## config.mk

```make
export PLATFORM = sky130hd
export DESIGN_NAME = waveform_capture
export DESIGN_NICKNAME = d
export VERILOG_FILES = /design/src/rtl/waveform_capture.sv
export SDC_FILE = /design/constraint.sdc
export NUM_CORES = 1
export LEC_CHECK = 0
export ABC_AREA = 0
export CAP_MARGIN = 20
export CORE_MARGIN = 10
export CORE_UTILIZATION = 61
export DETAILED_ROUTE_END_ITERATION = 10
export HOLD_SLACK_MARGIN = 0.05
export PLACE_DENSITY = 0.95
export SYNTH_ARGS = -nofsm -noshare
export SYNTH_HDL_FRONTEND = slang
export SYNTH_SLANG_ARGS = --single-unit
```

## constraint.sdc

```tcl
create_clock -name clk -period 8.5 [get_ports clk]
set_input_delay 0.85 -clock clk [delete_from_list [all_inputs] [get_ports clk]]
set_output_delay 0.85 -clock clk [all_outputs]
set_load 0.01 [all_outputs]
```

## src/rtl/waveform_capture.sv

```systemverilog
// waveform_capture: triggered, decimated 8-bit sample capture into a
// double-buffered line BRAM. The display reads bank disp_bank; this block
// fills the opposite bank and swaps banks only on a vsync rising edge.
//
// Ports:
//   clk, reset_n          clock, asynchronous active-low reset
//   sample_in/valid/ready input sample stream (accept = valid && ready)
//   trig_level            rising-edge trigger threshold
//   decim                 keep 1 of every decim accepted samples (0 acts as 1)
//   vsync                 display vertical sync, level, active-high
//   bram_we/wr_adr/wr_data BRAM write port, wr_adr = {bank, index}
//   disp_bank             bank the display must read
//   frame_done            one-cycle pulse on bank swap
//   auto_trig             last displayed frame was captured via timeout
module waveform_capture #(
  parameter int unsigned WIDTH   = 1024,
  parameter int unsigned ADDR_W  = 10,
  parameter int unsigned TIMEOUT = 4096
) (
  input  logic              clk,
  input  logic              reset_n,
  input  logic [7:0]        sample_in,
  input  logic              sample_valid,
  output logic              sample_ready,
  input  logic [7:0]        trig_level,
  input  logic [7:0]        decim,
  input  logic              vsync,
  output logic              bram_we,
  output logic [ADDR_W:0]   bram_wr_adr,
  output logic [7:0]        bram_wr_data,
  output logic              disp_bank,
  output logic              frame_done,
  output logic              auto_trig
);

  localparam int unsigned TCNT_W = $clog2(TIMEOUT + 1);

  typedef enum logic [1:0] {
    ST_ARM  = 2'd0,
    ST_FILL = 2'd1,
    ST_HOLD = 2'd2
  } state_t;

  state_t              r_state, w_state_nxt;
  logic                r_ready, w_ready_nxt;
  logic                r_we, w_we_nxt;
  logic [ADDR_W:0]     r_adr, w_adr_nxt;
  logic [7:0]          r_data, w_data_nxt;
  logic                r_disp_bank, w_disp_bank_nxt;
  logic                r_frame_done, w_frame_done_nxt;
  logic                r_auto_trig, w_auto_trig_nxt;
  logic                r_auto_flag, w_auto_flag_nxt;
  logic [ADDR_W-1:0]   r_index, w_index_nxt;
  logic [7:0]          r_dcnt, w_dcnt_nxt;
  logic [7:0]          r_dmax, w_dmax_nxt;
  logic [TCNT_W-1:0]   r_tcnt, w_tcnt_nxt;
  logic [7:0]          r_prev, w_prev_nxt;
  logic                r_vs_q1, r_vs_q2;

  logic                w_accept;
  logic                w_vs_edge;
  logic                w_trig;
  logic                w_tmo;
  logic [7:0]          w_decim_eff;

  assign w_accept    = sample_valid && r_ready;
  assign w_vs_edge   = r_vs_q1 && !r_vs_q2;
  assign w_decim_eff = (decim == 8'd0) ? 8'd1 : decim;
  assign w_trig      = (r_prev < trig_level) && (sample_in >= trig_level);
  assign w_tmo       = (r_tcnt == TCNT_W'(TIMEOUT - 1));

  // Next-state and next-output logic.
  always_comb begin
    w_state_nxt      = r_state;
    w_we_nxt         = 1'b0;
    w_adr_nxt        = r_adr;
    w_data_nxt       = r_data;
    w_disp_bank_nxt  = r_disp_bank;
    w_frame_done_nxt = 1'b0;
    w_auto_trig_nxt  = r_auto_trig;
    w_auto_flag_nxt  = r_auto_flag;
    w_index_nxt      = r_index;
    w_dcnt_nxt       = r_dcnt;
    w_dmax_nxt       = r_dmax;
    w_tcnt_nxt       = r_tcnt;
    w_prev_nxt       = r_prev;

    case (r_state)
      ST_ARM: begin
        if (w_accept) begin
          w_prev_nxt = sample_in;
          if (r_tcnt != TCNT_W'(TIMEOUT)) begin
            w_tcnt_nxt = r_tcnt + TCNT_W'(1);
          end
          if (w_trig || w_tmo) begin
            // Trigger sample is stored at index 0 and counts as decimation slot 0.
            w_auto_flag_nxt = !w_trig;
            w_we_nxt        = 1'b1;
            w_adr_nxt       = {~r_disp_bank, ADDR_W'(0)};
            w_data_nxt      = sample_in;
            w_dmax_nxt      = w_decim_eff;
            w_dcnt_nxt      = (w_decim_eff == 8'd1) ? 8'd0 : 8'd1;
            if (WIDTH == 1) begin
              w_state_nxt = ST_HOLD;
            end else begin
              w_index_nxt = ADDR_W'(1);
              w_state_nxt = ST_FILL;
            end
          end
        end
      end

      ST_FILL: begin
        if (w_accept) begin
          if (r_dcnt == 8'd0) begin
            w_we_nxt   = 1'b1;
            w_adr_nxt  = {~r_disp_bank, r_index};
            w_data_nxt = sample_in;
            if (r_index == ADDR_W'(WIDTH - 1)) begin
              w_state_nxt = ST_HOLD;
            end else begin
              w_index_nxt = r_index + ADDR_W'(1);
            end
          end
          // New decim value is only picked up at the wrap.
          if (r_dcnt == r_dmax - 8'd1) begin
            w_dcnt_nxt = 8'd0;
            w_dmax_nxt = w_decim_eff;
          end else begin
            w_dcnt_nxt = r_dcnt + 8'd1;
          end
        end
      end

      ST_HOLD: begin
        if (w_vs_edge) begin
          w_disp_bank_nxt  = ~r_disp_bank;
          w_frame_done_nxt = 1'b1;
          w_auto_trig_nxt  = r_auto_flag;
          w_index_nxt      = '0;
          w_prev_nxt       = 8'd0;
          w_tcnt_nxt       = '0;
          w_state_nxt      = ST_ARM;
        end
      end

      default: begin
        w_state_nxt = ST_ARM;
      end
    endcase

    w_ready_nxt = (w_state_nxt != ST_HOLD);
  end

  // State and output registers.
  always_ff @(posedge clk or negedge reset_n) begin
    if (!reset_n) begin
      r_state      <= ST_ARM;
      r_ready      <= 1'b1;
      r_we         <= 1'b0;
      r_adr        <= '0;
      r_data       <= 8'd0;
      r_disp_bank  <= 1'b0;
      r_frame_done <= 1'b0;
      r_auto_trig  <= 1'b0;
      r_auto_flag  <= 1'b0;
      r_index      <= '0;
      r_dcnt       <= 8'd0;
      r_dmax       <= 8'd1;
      r_tcnt       <= '0;
      r_prev       <= 8'd0;
      r_vs_q1      <= 1'b0;
      r_vs_q2      <= 1'b0;
    end else begin
      r_state      <= w_state_nxt;
      r_ready      <= w_ready_nxt;
      r_we         <= w_we_nxt;
      r_adr        <= w_adr_nxt;
      r_data       <= w_data_nxt;
      r_disp_bank  <= w_disp_bank_nxt;
      r_frame_done <= w_frame_done_nxt;
      r_auto_trig  <= w_auto_trig_nxt;
      r_auto_flag  <= w_auto_flag_nxt;
      r_index      <= w_index_nxt;
      r_dcnt       <= w_dcnt_nxt;
      r_dmax       <= w_dmax_nxt;
      r_tcnt       <= w_tcnt_nxt;
      r_prev       <= w_prev_nxt;
      r_vs_q1      <= vsync;
      r_vs_q2      <= r_vs_q1;
    end
  end

  assign sample_ready = r_ready;
  assign bram_we      = r_we;
  assign bram_wr_adr  = r_adr;
  assign bram_wr_data = r_data;
  assign disp_bank    = r_disp_bank;
  assign frame_done   = r_frame_done;
  assign auto_trig    = r_auto_trig;

endmodule

```

After elaboration in Yosys (flattened, before gate mapping)
Cells that the tools add are included.

word-level totals
  latch bits = 0
  bits in read-only memories = 0
  bits in writable memories = 0
  input port bits = 28
  bits in registers = 76
  memories = 0

cells by class
  shift-type cells = 0
  reduce and logical (&&, ||, !) cells = 20
  multiply operators = 0
  equality and inequality tests = 16
  magnitude comparators = 2
  muxes and demuxes = 50
  div/mod/pow operators = 0
  bitwise logic cells = 1
  add/sub/neg operators = 4

operators with widths
  operator                                                            count
  8-bit two-way mux                                                   15
  8-bit case mux with 2 select lines                                  4
  10-bit two-way mux                                                  6
  11-bit two-way mux                                                  4
  13-bit two-way mux                                                  3
  10-bit case mux with 3 select lines                                 1
  13-bit case mux with 2 select lines                                 1
  11-bit case mux with 2 select lines                                 1
  2-bit != test, second input constant                                9
  8-bit zero test                                                     2
  13-bit by 1-bit adder with 13-bit output, second input constant     1
  13-bit by 12-bit == test with 1-bit output, second input constant   1
  13-bit != test, second input constant                               1
  2-bit two-way mux                                                   6
  10-bit by 1-bit adder with 10-bit output, second input constant     1
  10-bit == test, second input constant                               1
  5-bit AND reduction                                                 2
  8-bit by 1-bit adder with 8-bit output, second input constant       1
  8-bit by 1-bit == test with 1-bit output, second input constant     1
  8-bit == test                                                       1
  8-bit >= comparator                                                 1
  8-bit less-than comparator                                          1
  4-bit AND reduction                                                 2
  8-bit by 1-bit subtractor with 8-bit output, second input constant  1
  other kinds (15)                                                    26

Depth between registers and ports, before layout
  depth after elaboration = 7
  depth in mapped cells = 10

Least setup slack after synthesis
OpenSTA, ideal clock, no wires.

  path kind = in2reg
  start point = in sample_in[0]
  end point = reg r_adr[0] (netlist: bram_wr_adr[0])
  cell stages on the path = 10
  setup slack = 5.241 ns
  buffers on the path = 2
  arrival time = 3.179 ns
  setup time = 0.079 ns
  cells stage by stage = inv_1 -> ha_1 -> nand2b_1 -> a2111oi_0 -> o31ai_1 -> a21oi_1 -> nand2b_1 -> clkbuf_1 -> buf_2 -> mux2i_1

on the way
  longest elaborated chain between the ends = 5

ends and longest elaborated chain
  element                        RTL line  RTL
  start: declaration             22        input logic [7:0] sample_in,
  8-bit >= comparator            69        assign w_trig = (r_prev < trig_level) && (sample_in >= trig_level);
  1-bit logical AND              69
  1-bit logical OR               95        if (w_trig || w_tmo) begin
  2-bit != test (no line)        n/a
  5-bit AND reduction (no line)  n/a
  end signal: assignment         178       r_adr <= w_adr_nxt;
  end: declaration               47        logic [ADDR_W:0] r_adr, w_adr_nxt;

Every way passes these cells.
A chain may end at the register's enable or synchronous reset.

Worst setup path after layout
  start point = in trig_level[6]
  end point = reg r_data[1] (netlist: bram_wr_data[1])

on the way
  longest elaborated chain between the ends = 5
  elaborated cells on any way between the ends = 6

ends and longest elaborated chain
  element                                                                   RTL line  RTL
  start: declaration                                                        25        input logic [7:0] trig_level,
  8-bit less-than comparator / 8-bit >= comparator (equally long branches)  69
  1-bit logical AND (*)                                                     69
  1-bit logical OR (*)                                                      95
  2-bit != test (no line) (*)                                               n/a
  5-bit AND reduction (no line) (*)                                         n/a
  end signal: assignment                                                    179       r_data <= w_data_nxt;
  end: declaration                                                          48        logic [7:0] r_data, w_data_nxt;

Mark *: on every way between the ends. The rest lies on a longest branch, timed or not.

==> impl_metrics.yaml <==
status:
  outcome: "complete, no violations"
route:
  topRoutingLayerUsed: "met4"
  firstDrtPassIters: 6
  viasPerCell: 6.08
  vias: 3639
  wl_per_cell_um: 17.1
  wl_met3_um: 429
  antenna_left: 0
  drc: 0
  drt-total-wl_um: 10300
  wl_met2_um: 5450
  drt_iter0_markers: 271
  drt-met1-wl_um: 4180
synth:
  synth_flop_cell: "dfrtp_1"
  syn_area_um2: 4340
  yosysTopAreaCell: "dfrtp_1"
  syn_avg_cell_area_um2: 9.62
  yosysWarnings: 0
  yosysUniqueCellTypes: 54
  synth_nets: 504
  synth_seq_cells: 76
  seq_area_frac_synth_pct: 43.9
  synth.top_cell.area_share_pct: 42.7
  netlist_instances: 451
  synth_edf_count: 0
  synth-async-reset-ratio_pct: 100
  synth_area_leaders: "dfrtp_1, ha_1, mux2_2"
timing:
  final.min_clock_period_ps: 4050
  rsz0062_at_grt: "no"
  fin_skew_ps: 16.9
  tightestPinTransition_ps: 1110
  timing.final.ws_setup_ps: 4450
  final.setup.tns_ps: 0
  slew_headroom_pct: 26.2
  hold_viol: 0
  setup_viol: 0
  slew_violations: 0
  fmax_mhz: 247
  period_share_pct: 47.7
floorplanning:
  io_pins: 52
  dieArea_um2: 10900
  fp.coreArea_um2: 6870
  die_y_um: 104
  die_x_um: 104
  num_rows: 30
  start_util_pct: 63.2
critical_path:
  required_ps: 8750
  worstSetupPathType: "in -> reg"
  timing.rr.start: "r_dmax[0]"
  critPathLaunchType: "input pin"
  cp-startpoint: "trig_level[6]"
  crit_path_max_incr_delay_ps: 890
  cp_top_family: "simple AND/OR/NAND/NOR gates"
  worstPathArrival_ps: 4300
  cp_max_fo: 24
  end_kind: "register"
  crit_slowest_cell: "nand2b_1"
  crit_path_cell_trace: "clkdlybuf4s50_1, inv_1, ha_1, and3_1, a221oi_1, o31ai_1, a21oi_1, buf_4, nand2b_1, mux2_2"
  critPathBufInv: 3
clocking:
  cts_tree: "yes"
  clk_latency_ps: 370
  cts-root-buf: "clkbuf_8"
  htreeDepth: 3
  postCtsSetupBuffers: 0
  clock-sinks: 76
  numCtsBuffers: 9
  cts_resized: 0
  cts-hold-fix-buffers: 0
  clk_pin_slew_ps: 80
  cts_buffer_depth: 2
final_layout:
  syn2layout_area_growth_pct: 18.8
  n_antenna_cell: 0
  fin_cells: 599
  final_util_pct: 75.1
  layout-drive-gt1-share_pct: 9.34
  nNetsFinal: 551
  final_cell_mix: "dfrtp_1, clkdlybuf4s50_1, nand2_1"
  final_common_cell: "dfrtp_1"
global_routing:
  grt_overflow: 0
  grt_pass1_wl_um: 17100
  grt_use_total_pct: 18.5
  first_global_vias: 3690
  antenna_found_initial: 0
  grt_max_degree: 77
place:
  dp_slack_ps: 4180
  io_buffers: 51
  gp_congestion: 0.874
  placedCellCount: 583
  dp_hpwl_um: 7200
flow_run:
  drv_cap: 0
power_and_ir_drop:
  p_leak_uw: 0.00227
  total_power_uw: 1620
  vdd_drop_max_mv: 0.185
  powerDensity_nw_per_um2: 314
min_path:
  hold_path.class: "reg -> reg"
  min_from: "r_vs_q1"
## path summary, 6_finish.rpt
path / end / slack (ps) / cells past startpoint
hold reg to reg: r_vs_q2 / 380 / 0
min in group asynchronous: r_tcnt[7] / 620 / 1
setup reg to reg: r_dmax[2] / 5230 / 8
max in group asynchronous: bram_wr_data[1] / 7260 / 1
setup / recovery: bram_wr_data[1] / 4450 / 10
hold / removal: r_vs_q2 / 380 / 0
## per-stage QoR
stage	area (um^2)	hold slack, ps
final	5160	384
after global routing	5160	401
after CTS	5160	387
after detailed placement	4920	370
after global placement	4920	369
after floorplan	4340	355
## power by group
group	leakage, uW	switching (uW)	total (uW)	internal [uW]
Combinational	0.00117	412	732	320
Clock	0.000112	142	324	182
Sequential	0.000983	97.0	562	465
## per-layer routing
| layer | track usage, % | vias up |
|---|---|---|
| li1 | - | 1726 |
| met1 | 20.8 | 1785 |
| met2 | 32.8 | 108 |
| met3 | 3.66 | 20 |
| met4 | 8.45 | 0 |
| met5 | 0 | - |
## cell usage after synthesis, drive strengths merged, types with 3 or more instances
library cell / instances
a211oi: 3
a21boi: 4
a21o: 4
a21oi: 12
a22o: 6
a311o: 6
a31oi: 6
and3: 5
buf: 3
clkbuf: 15
dfrtp: 74
ha: 25
inv: 36
mux2: 17
mux2i: 12
nand2: 45
nand2b: 7
nand3: 22
nand4: 9
nor2: 35
nor3: 3
nor4: 3
o211ai: 3
o21ai: 24
o31ai: 21
or2: 5
or3: 6
or4: 3
xnor2: 11
## cells by family after synthesis
kind of cell / Yosys count / share of synthesized area, %
adders and majority gates: 25 / 7.21
xor gates and xnor gates: 11 / 2.22
muxes: 29 / 7.18
AOI/OAI and AO/OA: 100 / 17.0
and+or+nand+nor: 156 / 17.8
DFF: 76 / 43.9
buffers and inverters: 54 / 4.70
## registers in the layout, indices dropped and copies added, names as in the netlist
signal	flops
r_index	10
r_dmax	8
disp_bank	1
r_state	2
frame_done	1
r_dcnt	8
r_auto_flag	1
r_vs_q2	1
r_tcnt	13
bram_wr_adr	11
r_prev	8
bram_wr_data	8
r_vs_q1	1
sample_ready	1
auto_trig	1
bram_we	1
## area by class of cell
| class | count | area [um^2] |
|---|---|---|
| Clock buffer | 11 | 151 |
| Clock inverter | 5 | 83.8 |
| Fill cell | 457 | 1710 |
| Inverter | 36 | 135 |
| Multi-Input combinational cell | 321 | 2230 |
| Sequential cell | 76 | 1900 |
| Tap cell | 96 | 120 |
| Timing Repair Buffer | 54 | 531 |
## worst register-to-register path, cell delays in order, from the launching register on
cell and delay (ps):
dfstp_2 400, inv_1 80, ha_1 180, or3b_1 400
or4_1 480, a2111oi_4 430, o311ai_4 250, a211oi_4 530
mux2_2 410
Note: power is estimated with default switching activity, not from simulation.
